==> src/rtl/boot_manager.sv <==
// Power-up and boot sequencer: filters power_good, latches the DIP selections,
// drives the SPI image loader, then warms up before releasing the bubble interface.
module boot_manager #(
  parameter int IMG_W        = 3,
  parameter int FUNC_W       = 4,
  parameter int PG_FILTER    = 16,
  parameter int LOAD_TIMEOUT = 4800000,
  parameter int WARMUP       = 48000
) (
  input  logic              master_clock,
  input  logic              reset,
  input  logic              power_good,
  input  logic [IMG_W-1:0]  image_dip_switch,
  input  logic [FUNC_W-1:0] function_dip_switch,
  input  logic              loader_done,
  input  logic              flash_error,
  output logic              loader_start,
  output logic [IMG_W-1:0]  image_number,
  output logic [FUNC_W-1:0] function_mode,
  output logic              bubble_interface_enable,
  output logic              temperature_low,
  output logic              boot_error,
  output logic [2:0]        state_code
);

  localparam int PG_CW   = (PG_FILTER > 1) ? $clog2(PG_FILTER) : 1;
  localparam int LOAD_CW = (LOAD_TIMEOUT > 1) ? $clog2(LOAD_TIMEOUT) : 1;
  localparam int WARM_CW = (WARMUP > 1) ? $clog2(WARMUP) : 1;

  localparam logic [PG_CW-1:0]   PG_LAST   = PG_CW'(PG_FILTER - 1);
  localparam logic [LOAD_CW-1:0] LOAD_LAST = LOAD_CW'(LOAD_TIMEOUT - 1);
  localparam logic [WARM_CW-1:0] WARM_LAST = WARM_CW'(WARMUP - 1);

  typedef enum logic [2:0] {
    S_WAIT_PG = 3'd0,
    S_LATCH   = 3'd1,
    S_LOAD    = 3'd2,
    S_WARMUP  = 3'd3,
    S_RUN     = 3'd4,
    S_FAULT   = 3'd5
  } state_t;

  state_t state_q, state_d;

  logic              pg_meta_q, pg_s_q;
  logic [IMG_W-1:0]  img_meta_q, img_s_q;
  logic [FUNC_W-1:0] func_meta_q, func_s_q;

  logic [PG_CW-1:0]   pg_cnt_q, pg_cnt_d;
  logic [LOAD_CW-1:0] load_cnt_q, load_cnt_d;
  logic [WARM_CW-1:0] warm_cnt_q, warm_cnt_d;

  logic              loader_start_q;
  logic [IMG_W-1:0]  image_number_q;
  logic [FUNC_W-1:0] function_mode_q;
  logic              enable_q, temp_low_q, boot_error_q;

  // Counters default to zero so that leaving a state always clears them.
  always_comb begin
    state_d    = state_q;
    pg_cnt_d   = '0;
    load_cnt_d = '0;
    warm_cnt_d = '0;
    case (state_q)
      S_WAIT_PG: begin
        if (pg_s_q) begin
          if (pg_cnt_q == PG_LAST) state_d = S_LATCH;
          else                     pg_cnt_d = pg_cnt_q + 1'b1;
        end
      end
      S_LATCH: state_d = S_LOAD;
      S_LOAD: begin
        if (flash_error)                  state_d = S_FAULT;
        else if (loader_done)             state_d = S_WARMUP;
        else if (load_cnt_q == LOAD_LAST) state_d = S_FAULT;
        else                              load_cnt_d = load_cnt_q + 1'b1;
      end
      S_WARMUP: begin
        if (warm_cnt_q == WARM_LAST) state_d = S_RUN;
        else                         warm_cnt_d = warm_cnt_q + 1'b1;
      end
      S_RUN:   state_d = S_RUN;
      S_FAULT: state_d = S_FAULT;
      default: state_d = S_WAIT_PG;
    endcase
    // Power loss wins over every other transition outside WAIT_PG.
    if (state_q != S_WAIT_PG && !pg_s_q) begin
      state_d    = S_WAIT_PG;
      load_cnt_d = '0;
      warm_cnt_d = '0;
    end
  end

  always_ff @(posedge master_clock) begin
    if (reset) begin
      pg_meta_q       <= 1'b0;
      pg_s_q          <= 1'b0;
      img_meta_q      <= '0;
      img_s_q         <= '0;
      func_meta_q     <= '0;
      func_s_q        <= '0;
      state_q         <= S_WAIT_PG;
      pg_cnt_q        <= '0;
      load_cnt_q      <= '0;
      warm_cnt_q      <= '0;
      loader_start_q  <= 1'b0;
      image_number_q  <= '0;
      function_mode_q <= '0;
      enable_q        <= 1'b0;
      temp_low_q      <= 1'b1;
      boot_error_q    <= 1'b0;
    end else begin
      pg_meta_q   <= power_good;
      pg_s_q      <= pg_meta_q;
      img_meta_q  <= image_dip_switch;
      img_s_q     <= img_meta_q;
      func_meta_q <= function_dip_switch;
      func_s_q    <= func_meta_q;
      state_q     <= state_d;
      pg_cnt_q    <= pg_cnt_d;
      load_cnt_q  <= load_cnt_d;
      warm_cnt_q  <= warm_cnt_d;
      // Outputs track the next state so they change on the same edge as the state.
      loader_start_q <= (state_q == S_LATCH) && (state_d == S_LOAD);
      if (state_d == S_LATCH) begin
        image_number_q  <= ~img_s_q;
        function_mode_q <= ~func_s_q;
      end
      enable_q     <= (state_d == S_RUN);
      temp_low_q   <= (state_d != S_RUN);
      boot_error_q <= (state_d == S_FAULT);
    end
  end

  assign loader_start            = loader_start_q;
  assign image_number            = image_number_q;
  assign function_mode           = function_mode_q;
  assign bubble_interface_enable = enable_q;
  assign temperature_low         = temp_low_q;
  assign boot_error              = boot_error_q;
  assign state_code              = state_q;

endmodule

==> config.mk <==
export PLATFORM = sky130hd
export DESIGN_NAME = boot_manager
export DESIGN_NICKNAME = d
export VERILOG_FILES = /design/src/rtl/boot_manager.sv
export SDC_FILE = /design/constraint.sdc
export NUM_CORES = 1
export LEC_CHECK = 0
export BUFFER_PORTS_ARGS = -buffer_cell sky130_fd_sc_hd__buf_4
export CORE_ASPECT_RATIO = 1.75
export CORE_MARGIN = 5
export CORE_UTILIZATION = 55
export CTS_BUF_LIST = sky130_fd_sc_hd__clkbuf_4 sky130_fd_sc_hd__clkbuf_8
export DETAILED_ROUTE_END_ITERATION = 6
export MAX_ROUTING_LAYER = met4
export PLACE_DENSITY = 0.84
export RECOVER_POWER = 25
export SLEW_MARGIN = 20
export SYNTH_ARGS = -nofsm -noshare
export SYNTH_HDL_FRONTEND = slang
export SYNTH_SLANG_ARGS = --single-unit
==> constraint.sdc <==
create_clock -name master_clock -period 2 [get_ports master_clock]
set_input_delay 0.4 -clock master_clock [delete_from_list [all_inputs] [get_ports master_clock]]
set_output_delay 0.4 -clock master_clock [all_outputs]
set_load 0.005 [all_outputs]
==> reports/results.tsv, run 1 <==
stage	metric	value	unit
status	outcome	completed	
synthesis	Syn Nets	334	
global_route	antenna violations before repair	0	
power	combinational share of power	1.5	%
timing	setup_tns	0	ns
power	Sequential Power Share	50.4	%
power	worst vdd ir	0.654	mV
global_route	vias in the first global route	2425	
run	Max Cap Viol	0	
layout	Layout area overhead	18.3	%
placed_design	DP Wirelength	4.07	mm
floorplan	die area	7040	um2
layout	antenna cells	0	
floorplan	die width	65.6	um
power	Design Power	2920	uW
cts	CTS tree	yes	
timing	Peak Freq	517	MHz
worst_setup_path	CP top delay family	simple AND/OR/NAND/NOR gates	
worst_setup_path	worst endpoint required time	2.28	ns
cts	CTS Buf Count	9	
route	drc violations	0	
synthesis	register bit total from synthesis	73	
global_route	gr usage total	19.1	%
cts	clock buffer depth	2	
synthesis	sequential-to-total area share from yosys stat	49.1	%
worst_setup_path	crit start category	register	
cts	Worst-path clk slew	0.08	ns
timing	Worst Tran Pin Value	0.655	ns
route	WL per Instance	14.5	um
timing	RSZ-0062 raised after global routing	false	
layout	most frequent cells in the layout	dfxtp_1, nor2_1, buf_4, nand2_1, nor2b_1	
synthesis	synth warn	0	
worst_setup_path	Worst path slowest cell	or4_1	
power	NetSw	577	uW
worst_setup_path	CP peak stage delay	0.53	ns
power	clock power share	48.1	%
timing	Fin Clk Skew	0.00971	ns
global_route	grt total ovfl	0	
power	Sw Ratio	19.8	%
synthesis	syn_area_per_cell	9.33	um2
floorplan	I/O pins	26	
worst_setup_path	critical path capture point type	register	
placed_design	area post-placement	3270	um2
route	Vias	2395	
floorplan	Initial Util	56.6	%
floorplan	die height	107	um
timing	Slew Viols, Final	0	
synthesis	asr flop ratio synth	0	%
cts	CTS Hold Bufs	0	
floorplan	Cell Rows	35	
synthesis	Mapped Area	2980	um2
cts	CTS Root Cell	clkbuf_8	
layout	sequential cell area	1460	um2
layout	share of cells above drive strength 1	17.7	%
timing	Tcrit/Tclk final	96.6	%
cts	clock net sink count	73	
power	Leak	0.00118	uW
cts	H-tree Lvls	3	
timing	minimum clock period	1.93	ns
timing	Slew HR	56.3	%
worst_setup_path	Setup CP Type	reg -> reg	
timing	Finish-stage setup viols	0	
synthesis	Unique masters post-synth	45	
layout	Fillers	401	
worst_setup_path	CP cell instances	or4_1 -> or4_4 -> o21ai_0 -> a32o_1	
route	drt via density	5.76	
timing	final hold violations	0	
synthesis	top_reg_cell synth	dfxtp_1	
worst_setup_path	critical path arrival	2.22	ns
synthesis	Mapped Cells	319	
worst_setup_path	Critical Path Fanout Max	5	
placed_design	GPL Wtd Cong	0.834	
route	final WL	6.02	mm
min_path	worst min path class	in -> reg	
layout	most common cell after layout, fill and taps aside	dfxtp_1	
worst_setup_path	flop2flop setup slack	0.07	ns
worst_setup_path	WP buf/inv	0	
layout	Multi-input gate area	1430	um2
layout	nets	371	
placed_design	I/O Buffers	25	
synthesis	number of synthesized flops with an enable pin	0	
cts	clk_lat worst skew	0.35	ns
global_route	global-route wire length before repair	10.2	mm
floorplan	core area	5260	um2
route	post-route ant nets	0	
power	Pwr per Cell Area	829	nW/um2
layout	Post-Layout Inst Area	3520	um2
layout	Core Util, Final	67.0	%
power	internal power	2340	uW
global_route	largest net degree at the start of global routing	24	
timing	minimum hold slack	0.260	ns
route	TritonRoute pass-1 iters	4	
route	number of DRC markers in iteration 0	244	
cts	post-CTS setup buffers	0	
registers in the layout, indices dropped and copies added, names as in the netlist, 3 cells and up:
| signal | flops |
|---|---|
| load_cnt_q | 23 |
| warm_cnt_q | 16 |
| func_meta_q | 4 |
| func_s_q | 4 |
| function_mode | 4 |
| pg_cnt_q | 4 |
| image_number | 3 |
| img_meta_q | 3 |
| img_s_q | 3 |
| state_code | 3 |
per-stage QoR:
step                      worst slack, ns  instances
final                              0.0674        416
after global routing              0.00259        416
after CTS                          0.0810        416
after detailed placement           0.0843        400
after global placement              0.140        400
after floorplan                     0.121        319
metal layers:
metal | up-vias | track usage (%) | share of wire (%)
met5 | - | - | 0
met4 | 0 | 12.3 | 3.8
met3 | 21 | 4.60 | 2.9
met2 | 47 | 33.1 | 55
met1 | 1130 | 18.6 | 38
li1 | 1197 | - | -
power by group through the flow:
stage          sequential (uW)  combinational (uW)  clock, uW
2_1_floorplan             1500                20.2          0
3_3_place_gp              1510                44.1          0
3_5_place_dp              1510                45.7          0
4_1_cts                   1470                45.8       1420
5_1_grt                   1470                48.8       1490
6_report                  1470                44.2       1400
cell families (layout without fill, tap and decap cells):
group           Yosys count  after routing  synth area share, %
fa+ha+maj                 3              3                 1.26
flops                    73             73                 49.1
buf+inv                  19             61                 3.15
compound gates           42             42                 9.63
xor+xnor                 27             27                 7.95
simple gates            155            155                 28.9
cell type report:
class                   count  area share, %
multi-input cells         227           40.6
well taps                  55           1.96
repair buffers             38           8.14
inverters                   7          0.747
clock buffers              10           3.73
clock inverters             6           3.27
flip-flops and latches     73           41.6
timing repair:
| action | CTS | global route |
|---|---|---|
| resized for setup | 0 | 3 |
| setup endpoints to repair | 0 | 7 |
| hold endpoints to repair | 0 | 0 |
cells in the mapped netlist (all sizes together), types with 2 or more instances:
cell | n | area (um2)
or4 | 5 | 41.3
o31a | 2 | 17.5
nand4 | 11 | 75.1
nor3 | 7 | 35.0
nand3 | 15 | 80.1
o21ai | 12 | 60.1
ha | 3 | 37.5
nand2b | 4 | 25.0
or3 | 10 | 62.6
xor2 | 12 | 105
nor4 | 8 | 62.6
and2 | 2 | 12.5
xnor2 | 15 | 131
or2 | 3 | 18.8
o31ai | 2 | 15.0
clkbuf | 5 | 20.0
nand2 | 17 | 63.8
a211oi | 7 | 52.6
and3 | 2 | 12.5
dfxtp | 73 | 1460
and4 | 6 | 53.8
a21oi | 12 | 60.1
nor2 | 44 | 165
nor2b | 16 | 100
inv | 7 | 26.3
buf | 7 | 47.5
nand4bb | 2 | 22.5
worst paths after layout:
path	startpoint	to	cells after the start
worst max-delay path	load_cnt_q[20]$_SDFF_PP0_	state_code[0]$_SDFF_PP0_	4
worst min-delay path	image_dip_switch[1]	img_meta_q[1]$_SDFF_PP0_	2
worst max register to register	load_cnt_q[20]$_SDFF_PP0_	state_code[0]$_SDFF_PP0_	4
worst min register to register	img_s_q[1]$_SDFF_PP0_	image_number[1]$_SDFFE_PP0N_	1
Note: power is estimated with default switching activity, not from simulation.
==> run 2: changes to the inputs <==
--- a/config.mk
+++ b/config.mk
@@ -6,14 +6,16 @@
 export NUM_CORES = 1
 export LEC_CHECK = 0
 export BUFFER_PORTS_ARGS = -buffer_cell sky130_fd_sc_hd__buf_4
+export CELL_PAD_IN_SITES_DETAIL_PLACEMENT = 1
+export CELL_PAD_IN_SITES_GLOBAL_PLACEMENT = 2
 export CORE_ASPECT_RATIO = 1.75
 export CORE_MARGIN = 5
-export CORE_UTILIZATION = 55
+export CORE_UTILIZATION = 35
 export CTS_BUF_LIST = sky130_fd_sc_hd__clkbuf_4 sky130_fd_sc_hd__clkbuf_8
 export DETAILED_ROUTE_END_ITERATION = 6
 export MAX_ROUTING_LAYER = met4
-export PLACE_DENSITY = 0.84
-export RECOVER_POWER = 25
+export PLACE_DENSITY = 0.85
+export RECOVER_POWER = 100
 export SLEW_MARGIN = 20
 export SYNTH_ARGS = -nofsm -noshare
 export SYNTH_HDL_FRONTEND = slang
==> reports/results.tsv, run 2 (synthesis gave the netlist of run 1 again) <==
stage	metric	value	unit
status	outcome	completed	
min_path	hold path start	image_dip_switch[2]	
floorplan	die height	132	um
layout	post-route insts no fill	480	
run	Max Cap Viol	0	
worst_setup_path	critical path arrival	2.14	ns
global_route	global-route wire length before repair	11.7	mm
layout	most common cell after layout, fill and taps aside	dfxtp_1	
worst_setup_path	worst reg2reg path endpoint	temperature_low$_SDFF_PP1_	
floorplan	Cell Rows	44	
cts	CTS Hold Bufs	0	
worst_setup_path	reg2reg start	load_cnt_q[20]$_SDFF_PP0_	
cts	Worst-path clk slew	0.09	ns
min_path	hold-critical path depth	2	
power	worst vdd ir	0.318	mV
timing	Slew Viols, Final	0	
timing	setup_tns	0	ns
route	drt via density	4.96	
placed_design	DP Wirelength	4.87	mm
floorplan	die width	79.7	um
placed_design	GPL Wtd Cong	0.766	
layout	nets	375	
layout	share of cells above drive strength 1	18.4	%
floorplan	die area	10500	um2
layout	number of flip-flops in the largest register	23	
worst_setup_path	crit start category	register	
route	Vias	2382	
min_path	Hold Crit Endpoint	img_meta_q[2]$_SDFF_PP0_	
cts	clk_lat worst skew	0.35	ns
floorplan	I/O pins	26	
route	final WL	6.47	mm
power	Leak	0.00116	uW
global_route	largest net degree at the start of global routing	24	
worst_setup_path	worst endpoint required time	2.22	ns
timing	Worst Tran Pin Value	0.947	ns
worst_setup_path	CP startpoint	load_cnt_q[20]$_SDFF_PP0_	
global_route	gr usage total	14.4	%
power	Pwr per Cell Area	727	nW/um2
cts	H-tree Lvls	3	
cts	CTS Buf Count	9	
min_path	worst min path class	in -> reg	
timing	final hold violations	0	
cts	clock net sink count	73	
cts	CTS Root Cell	clkbuf_8	
layout	Fillers	964	
worst_setup_path	FF-to-FF path depth	4	
timing	RSZ-0062 raised after global routing	false	
timing	Slew HR	36.9	%
timing	Fin Clk Skew	0.00744	ns
timing	Tcrit/Tclk final	95.8	%
worst_setup_path	Setup CP Type	reg -> reg	
timing	Peak Freq	522	MHz
timing	Finish-stage setup viols	0	
placed_design	# placed instances	464	
layout	Top reg by flops	load_cnt_q	
timing	minimum clock period	1.92	ns
layout	antenna cells	0	
placed_design	I/O Buffers	25	
cts	CTS tree	yes	
layout	sequential cell area	1460	um2
worst_setup_path	critical path capture point type	register	
route	drc violations	0	
floorplan	Initial Util	35.8	%
worst_setup_path	flop2flop setup slack	0.08	ns
global_route	vias in the first global route	2656	
layout	most frequent cells in the layout	dfxtp_1, nor2_1, buf_4, nand2_1, nor2b_1	
route	post-route ant nets	0	
layout	Layout area overhead	19.9	%
floorplan	core area	8310	um2
route	TritonRoute pass-1 iters	2	
layout	biggest regs	load_cnt_q (23), warm_cnt_q (16)	
route	WL per Instance	13.5	um
cts	clock buffer depth	2	
route	number of DRC markers in iteration 0	49	
global_route	antenna violations before repair	0	
layout	Multi-input gate area	1430	um2
global_route	grt total ovfl	0	
worst_setup_path	Critical Path Fanout Max	5	
run 2: power by group:
group / total, uW / internal (uW) / switching (uW)
registers: 1470 / 1470 / 4.38
logic: 41.8 / 23.2 / 18.6
clock network: 1080 / 473 / 607
total: 2590 / 1960 / 630
run 2: worst max-delay path by stage:
stage                     slack, ns                          to  depth (start not counted)
after global routing        0.00008    load_cnt_q[9]$_SDFF_PP0_                          5
after CTS                      0.05   load_cnt_q[21]$_SDFF_PP0_                          4
after global placement         0.13   load_cnt_q[22]$_SDFF_PP0_                          5
final                          0.08  temperature_low$_SDFF_PP1_                          4
after detailed placement       0.06   load_cnt_q[21]$_SDFF_PP0_                          5
after floorplan                0.12   load_cnt_q[22]$_SDFF_PP0_                          6
run 2: final cells by class:
type	count	area share, %
clock buffer	9	3.47
clock inverter	7	1.72
inverter	7	0.736
multi-input combinational	227	40.0
sequential	73	41.0
tap	115	4.03
timing repair buffer	42	9.01
run 2: critical path: stages (launching register included):
cell	delay (ns)
dfxtp_2	0.34
or4_4	0.52
or4_4	0.47
nor3_1	0.34
o31ai_1	0.11
run 2: stage by stage:
| stage | utilization (%) | cell area, um2 | setup WS, ns | total power, uW | hold slack [ns] |
|---|---|---|---|---|---|
| final | 42.9 | 3570 | 0.0832 | 2590 | 0.252 |
| after global routing | 42.9 | 3570 | 0.0000764 | 2730 | 0.229 |
| after detailed placement | 40.8 | 3390 | 0.0630 | 1550 | 0.399 |
| after CTS | 43.0 | 3580 | 0.0473 | 2650 | 0.230 |
| after global placement | 40.8 | 3390 | 0.134 | 1550 | 0.392 |
| after floorplan | - | 2980 | 0.121 | 1520 | 0.390 |
run 2: layer usage:
layer,part of all wire (%),vias up,global-route usage [%]
met3,2.7,17,3.42
met4,3.2,0,7.55
met5,0,-,-
met1,39,1137,14.0
met2,55,27,25.6
li1,-,1201,-
run 2: repair_timing:
action	CTS	global route
setup endpoints to repair	0	21
setup buffers	0	0
gates resized for setup	0	5
==> run 3: changes to the inputs <==
--- a/config.mk
+++ b/config.mk
@@ -10,11 +10,11 @@
 export CELL_PAD_IN_SITES_GLOBAL_PLACEMENT = 2
 export CORE_ASPECT_RATIO = 1.75
 export CORE_MARGIN = 5
-export CORE_UTILIZATION = 35
-export CTS_BUF_LIST = sky130_fd_sc_hd__clkbuf_4 sky130_fd_sc_hd__clkbuf_8
+export CORE_UTILIZATION = 33
+export CTS_BUF_LIST = sky130_fd_sc_hd__clkbuf_16
 export DETAILED_ROUTE_END_ITERATION = 6
 export MAX_ROUTING_LAYER = met4
-export PLACE_DENSITY = 0.85
+export PLACE_DENSITY = 0.81
 export RECOVER_POWER = 100
 export SLEW_MARGIN = 20
 export SYNTH_ARGS = -nofsm -noshare
==> reports/results.tsv, run 3 (synthesis gave the netlist of run 1 again) <==
stage	metric	value	unit
status	outcome	completed	
layout	most frequent cells in the layout	dfxtp_1, nor2_1, buf_4, nand2_1, nor2b_1	
worst_setup_path	Setup CP Type	reg -> reg	
worst_setup_path	reg2reg start	load_cnt_q[20]$_SDFF_PP0_	
timing	Tcrit/Tclk final	95.8	%
power	Pwr per Cell Area	827	nW/um2
run	Max Cap Viol	0	
cts	CTS Buf Count	9	
placed_design	GPL Wtd Cong	0.710	
layout	sequential cell area	1460	um2
cts	post-CTS setup buffers	0	
timing	Peak Freq	522	MHz
floorplan	die width	81.8	um
cts	clk_lat worst skew	0.33	ns
floorplan	Cell Rows	46	
timing	setup_tns	0	ns
min_path	worst min path class	in -> reg	
route	final WL	6.63	mm
cts	CTS Root Cell	clkbuf_16	
layout	share of cells above drive strength 1	17.0	%
layout	nets	374	
worst_setup_path	CP startpoint	load_cnt_q[20]$_SDFF_PP0_	
global_route	gr usage total	13.4	%
route	drt via density	4.96	
route	TritonRoute pass-1 iters	4	
worst_setup_path	Critical Path Fanout Max	23	
floorplan	Initial Util	33.4	%
floorplan	core area	8920	um2
placed_design	area post-placement	3390	um2
global_route	vias in the first global route	2500	
layout	Top reg by flops	load_cnt_q	
layout	Core Util, Final	41.0	%
placed_design	pre-CTS setup slack	0.0483	ns
timing	Worst Tran Pin Value	0.935	ns
min_path	hold path start	function_dip_switch[1]	
layout	Layout area overhead	22.8	%
route	number of DRC markers in iteration 0	89	
timing	Finish-stage setup viols	0	
timing	Slew Viols, Final	0	
floorplan	die height	136	um
worst_setup_path	critical path arrival	2.13	ns
timing	minimum clock period	1.92	ns
worst_setup_path	critical path capture point type	register	
timing	RSZ-0062 raised after global routing	false	
worst_setup_path	worst endpoint required time	2.21	ns
layout	Fillers	1049	
cts	CTS tree	yes	
placed_design	# placed instances	468	
route	drc violations	0	
cts	H-tree Lvls	3	
cts	clock buffer depth	2	
cts	clock net sink count	73	
floorplan	die area	11100	um2
layout	biggest regs	load_cnt_q (23), warm_cnt_q (16)	
power	worst vdd ir	0.387	mV
layout	Multi-input gate area	1430	um2
timing	Slew HR	37.7	%
timing	Fin Clk Skew	0.00263	ns
layout	number of flip-flops in the largest register	23	
power	Leak	0.00122	uW
route	Vias	2402	
worst_setup_path	crit start category	register	
cts	Worst-path clk slew	0.05	ns
global_route	antenna violations before repair	0	
layout	most common cell after layout, fill and taps aside	dfxtp_1	
global_route	global-route wire length before repair	11.3	mm
timing	final hold violations	0	
layout	antenna cells	0	
global_route	grt total ovfl	0	
layout	post-route insts no fill	484	
floorplan	I/O pins	26	
timing	Worst Setup Slack, final	0.0834	ns
placed_design	DP Wirelength	4.85	mm
placed_design	I/O Buffers	25	
global_route	largest net degree at the start of global routing	24	
route	WL per Instance	13.7	um
route	post-route ant nets	0	
layout	Post-Layout Inst Area	3650	um2
-- run 3: changes by cell type in the layout (fill, tap and decap cells not counted), moves of 2 or more --
| cell | before | now |
|---|---|---|
| clkbuf_8 | 9 | 0 |
| clkinvlp_4 | 2 | 0 |
| inv_6 | 3 | 0 |
| clkinv_2 | 0 | 2 |
| clkbuf_16 | 0 | 9 |
| inv_1 | 7 | 10 |
| clkbuf_1 | 5 | 7 |
| clkbuf_4 | 12 | 10 |
-- run 3: stage by stage --
stage | hold slack (ns) | power (uW)
after global routing | 0.273 | 3150
after detailed placement | 0.399 | 1550
after global placement | 0.393 | 1550
final | 0.286 | 3020
after CTS | 0.276 | 3080
after floorplan | 0.390 | 1520
-- run 3: routing by layer --
layer  vias up  share of wire, %  routed length [um]  track usage, %
met3        10               2.3                 152            3.66
met1      1176                39                2560            12.8
met5         -                 0                   0               -
met4         0               1.9                 129            5.45
met2        15                57                3790            24.4
li1       1201                 -                   -               -
-- run 3: cell type report --
type / count / area share (%)
clock buffer: 9 / 6.16
clock inverter: 7 / 1.51
inverter: 7 / 0.719
multi-input combinational: 227 / 39.1
sequential: 73 / 40.1
tap: 120 / 4.11
timing repair buffer: 41 / 8.39
-- run 3: worst paths after layout --
path / slack, ns / endpoint / cells past startpoint
worst min register to register: 0.40 / function_mode[0]$_SDFFE_PP0N_ / 1
worst max-delay path: 0.08 / load_cnt_q[14]$_SDFF_PP0_ / 5
worst min-delay path: 0.29 / func_meta_q[1]$_SDFF_PP0_ / 2
worst max register to register: 0.08 / load_cnt_q[14]$_SDFF_PP0_ / 5
-- run 3: what timing repair did --
action | 4_1_cts | 5_1_grt
endpoints found under the setup margin | 0 | 10
resized for setup | 0 | 6
hold buffers | 0 | 0
-- run 3: report_power, final --
part           switching [uW]  internal (uW)
clock network             564            942
registers                4.12           1470
logic                    19.3           23.2
total                     588           2440
-- run 3: worst max-delay path, cell delays in order, from the launching register on --
cell and delay (ns):
dfxtp_2 0.33, or4_1 0.52, or4_4 0.47, o211ai_2 0.21, buf_12 0.19, nor2_1 0.07
